### src/rtl/shift_pkg.sv
// Shared op codes and FSM state encoding for the iterative shifter.
package shift_pkg;

  localparam logic [1:0] SH_LSL = 2'b00;
  localparam logic [1:0] SH_LSR = 2'b01;
  localparam logic [1:0] SH_ASL = 2'b10;
  localparam logic [1:0] SH_ASR = 2'b11;

  typedef enum logic [1:0] {
    ST_IDLE  = 2'd0,
    ST_SHIFT = 2'd1,
    ST_DONE  = 2'd2
  } state_t;

endpackage

### src/rtl/shift_step.sv
// Combinational single-position shift of WIDTH bits; also reports the bit pushed out.
module shift_step
  import shift_pkg::*;
#(
  parameter int unsigned WIDTH = 8
) (
  input  logic [1:0]       sel,
  input  logic [WIDTH-1:0] din,
  output logic [WIDTH-1:0] dout,
  output logic             shifted_out
);

  // One step of the selected operation; ASL behaves exactly like LSL.
  always_comb begin
    dout        = {din[WIDTH-2:0], 1'b0};
    shifted_out = din[WIDTH-1];
    case (sel)
      SH_LSL, SH_ASL: begin
        dout        = {din[WIDTH-2:0], 1'b0};
        shifted_out = din[WIDTH-1];
      end
      SH_LSR: begin
        dout        = {1'b0, din[WIDTH-1:1]};
        shifted_out = din[0];
      end
      SH_ASR: begin
        dout        = {din[WIDTH-1], din[WIDTH-1:1]};
        shifted_out = din[0];
      end
      default: ;
    endcase
  end

endmodule

### src/rtl/iterative_shifter.sv
// Multi-cycle shifter: one bit position per clock, valid/ready on both sides.
// Optional carry_out port and register enabled by defining SHIFT_CARRY_EN.
module iterative_shifter
  import shift_pkg::*;
#(
  parameter int unsigned WIDTH = 8,
  parameter int unsigned AMT_W = 3
) (
  input  logic             clk,
  input  logic             rst_n,
  input  logic             in_valid,
  output logic             in_ready,
  input  logic [WIDTH-1:0] in_data,
  input  logic [1:0]       in_sel,
  input  logic [AMT_W-1:0] in_amt,
  output logic             out_valid,
  input  logic             out_ready,
  output logic [WIDTH-1:0] out_data,
  output logic             busy
`ifdef SHIFT_CARRY_EN
  ,
  output logic             carry_out
`endif
);

  state_t           state;
  logic [1:0]       sel_q;
  logic [AMT_W-1:0] cnt_q;
  logic [WIDTH-1:0] step_data;
  logic             step_out_bit;

  // Single shared one-position shifter; out_data doubles as the working register.
  shift_step #(.WIDTH(WIDTH)) u_step (
    .sel         (sel_q),
    .din         (out_data),
    .dout        (step_data),
    .shifted_out (step_out_bit)
  );

`ifdef SHIFT_CARRY_EN
  // Last bit shifted out: cleared on acceptance, updated per step, held in DONE.
  always_ff @(posedge clk or negedge rst_n) begin
    if (!rst_n) begin
      carry_out <= 1'b0;
    end else if (state == ST_IDLE && in_valid && in_ready) begin
      carry_out <= 1'b0;
    end else if (state == ST_SHIFT) begin
      carry_out <= step_out_bit;
    end
  end
`else
  logic unused_step_out_bit;
  assign unused_step_out_bit = step_out_bit;
`endif

  // Control FSM and datapath registers; every handshake output is registered.
  always_ff @(posedge clk or negedge rst_n) begin
    if (!rst_n) begin
      state     <= ST_IDLE;
      sel_q     <= SH_LSL;
      cnt_q     <= '0;
      out_data  <= '0;
      in_ready  <= 1'b1;
      out_valid <= 1'b0;
      busy      <= 1'b0;
    end else begin
      case (state)
        ST_IDLE: begin
          if (in_valid && in_ready) begin
            out_data <= in_data;
            sel_q    <= in_sel;
            cnt_q    <= in_amt;
            in_ready <= 1'b0;
            busy     <= 1'b1;
            if (in_amt == '0) begin
              state     <= ST_DONE;
              out_valid <= 1'b1;
            end else begin
              state <= ST_SHIFT;
            end
          end
        end
        ST_SHIFT: begin
          out_data <= step_data;
          cnt_q    <= cnt_q - AMT_W'(1);
          if (cnt_q == AMT_W'(1)) begin
            state     <= ST_DONE;
            out_valid <= 1'b1;
          end
        end
        ST_DONE: begin
          if (out_ready) begin
            state     <= ST_IDLE;
            out_valid <= 1'b0;
            busy      <= 1'b0;
            in_ready  <= 1'b1;
          end
        end
        default: begin
          state     <= ST_IDLE;
          out_valid <= 1'b0;
          busy      <= 1'b0;
          in_ready  <= 1'b1;
        end
      endcase
    end
  end

endmodule
### config.mk
export PLATFORM = sky130hd
export DESIGN_NAME = iterative_shifter
export DESIGN_NICKNAME = d
export VERILOG_FILES = /design/src/rtl/shift_pkg.sv /design/src/rtl/shift_step.sv /design/src/rtl/iterative_shifter.sv
export SDC_FILE = /design/constraint.sdc
export NUM_CORES = 1
export LEC_CHECK = 0
export BUFFER_PORTS_ARGS = -buffer_cell sky130_fd_sc_hd__buf_4
export CAP_MARGIN = 20
export CELL_PAD_IN_SITES_DETAIL_PLACEMENT = 1
export CELL_PAD_IN_SITES_GLOBAL_PLACEMENT = 1
export CORE_UTILIZATION = 41
export CTS_BUF_LIST = sky130_fd_sc_hd__clkbuf_8
export CTS_CLUSTER_DIAMETER = 60
export DETAILED_ROUTE_END_ITERATION = 8
export PLACE_DENSITY = 0.91
export SETUP_SLACK_MARGIN = 0.5
export SLEW_MARGIN = 20
export SYNTH_ARGS = -nofsm -noshare
export SYNTH_HDL_FRONTEND = slang
export SYNTH_SLANG_ARGS = --single-unit
export TNS_END_PERCENT = 50
### constraint.sdc
create_clock -name clk -period 1.5 [get_ports clk]
set_clock_uncertainty 0.1 [all_clocks]
set_input_delay 0.3 -clock clk [delete_from_list [all_inputs] [get_ports clk]]
set_output_delay 0.3 -clock clk [all_outputs]
set_load 0.005 [all_outputs]
==> impl_metrics.ini <==
[worst_hold_path]
min_from = in_sel[1]
min_path_type = in -> reg
hold_depth = 3

[sta]
tightest_slew_ns = 0.664
tns_ns = 0
rsz0062_at_grt = true
hold_violations = 0
fin_crit_ns = 1.44
setup_violations = 0
layout_worst_path_cycle_share_pct = 96.1
maxSlewHeadroom_pct = 55.4
max_freq_ghz = 0.694
finalMaxSlewViolations = 0

[routing]
drtIter0Drc = 29
routedWlPerCell_um = 21.3
vias_per_cell = 5.91
vias = 1005
wirelength_um = 3630
drt_drc_violations_left = 0
ant_nets = 0
first_pass_iters = 5

[clocking]
cts.clk_slew.worst_paths_ns = 0.07
numClockSinks = 18
cts_buffers = 3
cts_htree_levels = 1
root_buffer = clkbuf_8
clk_latency_ns = 0.26
cts_tree = built
clock_path_buffers = 2

[setup_path]
crit_type = reg -> reg
reg2reg_from = in_ready
cp-end-kind = flop
reg2reg_to = out_data[7]
required_ns = 1.58
r2r_cells = 3
path_cells = nand4bb_1, a32oi_1, mux2i_1
slowest_stage = dfstp_2
path_buf_inv = 0
regToRegSetupSlack_ns = 0.06
path_max_fanout = 7
cp.depth = 3
startpoint_type = flop
crit_arrival_ns = 1.52
cp_top_family = flip-flops
cp-startpoint = in_ready
critPathCapture = out_data[7]
slowest_delay_ns = 0.59

[global_routing]
grt.overflow.total = 0
grt_max_degree = 19
grt_usage_pct = 27.4
first_global_vias = 1006
grt_busiest_layer = met2
antenna_found_initial = 0
grt_use_met3_pct = 1.74
grt_pass1_wl_um = 5240
groute.layer.met1.usage_pct = 34.5
met2_usage_pct = 46.0

[die]
ioPinCount = 28
num_rows = 17
core-area_um2 = 2300
start_util_pct = 45.3
dieWidth_um = 52.4
die_y_um = 52.4
fp.dieArea_um2 = 2740

[status]
status = completed

[synth]
netlist.area_leader.share_pct = 40.9
yosysWarnings = 0
ys_ff_latch = 18
netlist_instances = 101
avgSynthCellArea_um2 = 10.3
yosysTopAreaCell = dfrtp_1
synth.net_count = 120
synth_area_um2 = 1040
yosys-top-cells-area = dfrtp_1 41%, mux2i_1 6.7%, mux2_2 6.5%
ys_seq_area_share_pct = 43.4
synth_cell_types = 36

[power_and_ir_drop]
p_clk_share_pct = 13.8
intPower_w = 0.00153
ir_drop_mv = 0.954
p_sw_w = 0.00101
power_frac_seq_pct = 38.1
switching_share_pct = 39.9
combPwrFrac_pct = 48.1
leakage_nw = 0.710
power.density_nw_per_um2 = 1760

[cells_and_area]
drive_above_1_share_pct = 47.9
diodes = 0
final_common_cell = buf_4
final_cell_count_no_fill = 170
final_cell_mix = 39 x buf_4, 14 x dfrtp_1, 10 x nand2_1, 10 x nand3_1
area_growth_pct = 39.1
nNetsFinal = 162
fin_area_um2 = 1450

[flow_run]
max-cap-violations = 0

[placement]
place_congestion = 0.802
dp_cells = 154
port-buffer-count = 27
dpl-instance-area_um2 = 1260
post-dp-hpwl_um = 1960
==> area by class of cell <==
| cell class | instances | area, um^2 |
|---|---|---|
| inverter | 5 | 18.8 |
| timing repair buffer | 42 | 325 |
| clock buffer | 3 | 41.3 |
| fill | 262 | 851 |
| sequential | 18 | 455 |
| clock inverter | 1 | 3.75 |
| tap | 28 | 35.0 |
| multi-input combinational | 73 | 567 |
==> flip-flops by register name, indices dropped and copies added, names as in the netlist <==
| register | count |
|---|---|
| in_ready | 1 |
| cnt_q | 3 |
| state | 2 |
| sel_q | 2 |
| busy | 1 |
| out_valid | 1 |
| out_data | 8 |
==> power by group through the flow <==
stage	clock network [W]	registers (W)	logic [W]
finish	0.000350	0.000969	0.00122
global route	0.000388	0.000991	0.00132
CTS	0.000357	0.000945	0.00114
detailed placement	0	0.000932	0.00101
global placement	0	0.000904	0.000956
floorplan	0	0.000849	0.000700
==> how the worst min path moves through the flow <==
stage	to
final	sel_q[1]
after global routing	sel_q[1]
after CTS	sel_q[1]
after detailed placement	out_valid
after global placement	cnt_q[0]
after floorplan	busy
==> Yosys cell counts (all sizes together) <==
master / n
dfrtp: 17
nand2: 10
nand3: 10
o21ai: 9
mux2i: 7
a21oi: 6
buf: 6
mux2: 6
inv: 5
ha: 2
nand2b: 2
o211ai: 2
a211oi: 1
a221oi: 1
a22oi: 1
a32oi: 1
and3b: 1
and4b: 1
and4bb: 1
dfstp: 1
nand3b: 1
nand4bb: 1
nor2: 1
nor2b: 1
nor3: 1
nor4bb: 1
o22a: 1
o22ai: 1
o2bb2ai: 1
or3: 1
xor2: 1
==> worst reg2reg max path, stage by stage (launching register included) <==
cell and delay (ns):
dfstp_2 0.59, nand4bb_1 0.20, a32oi_1 0.25, mux2i_1 0.22
==> through the flow <==
step | util [%] | hold WS, ns | power (W) | setup slack, ns
final | 63.0 | 0.131 | 0.00254 | 0.0592
after CTS | 61.6 | 0.135 | 0.00245 | 0.122
after detailed placement | 54.8 | 0.0878 | 0.00194 | 0.0887
after global routing | 63.0 | 0.145 | 0.00270 | -0.0298
after global placement | 54.8 | 0.0847 | 0.00186 | 0.135
after floorplan | - | -0.0956 | 0.00155 | 0.245
==> layer usage <==
| layer | vias up | wire length [um] |
|---|---|---|
| met5 | - | 0 |
| li1 | 450 | - |
| met1 | 505 | 1540 |
| met2 | 40 | 1820 |
| met3 | 10 | 127 |
| met4 | 0 | 140 |
==> timing repair <==
action / CTS / global route
hold endpoints to repair: 17 / 0
pin swaps: 5 / 2
hold buffers: 1 / 0
buffers inserted: 7 / 3
endpoints found under the setup margin: 29 / 29
gates resized for setup: 14 / 3
cloned: 1 / 0
==> kinds of logic (layout without fill, tap and decap cells) <==
family / count (synthesis) / count (layout) / share of synthesized area [%]
mux: 13 / 13 / 13.2
flops: 18 / 18 / 43.4
xor+xnor: 1 / 1 / 0.843
buf+inv: 11 / 51 / 6.38
fa+ha+maj: 2 / 2 / 2.41
simple gates: 32 / 33 / 18.5
compound gates: 24 / 24 / 15.2
(Power assumes the default switching activity.)
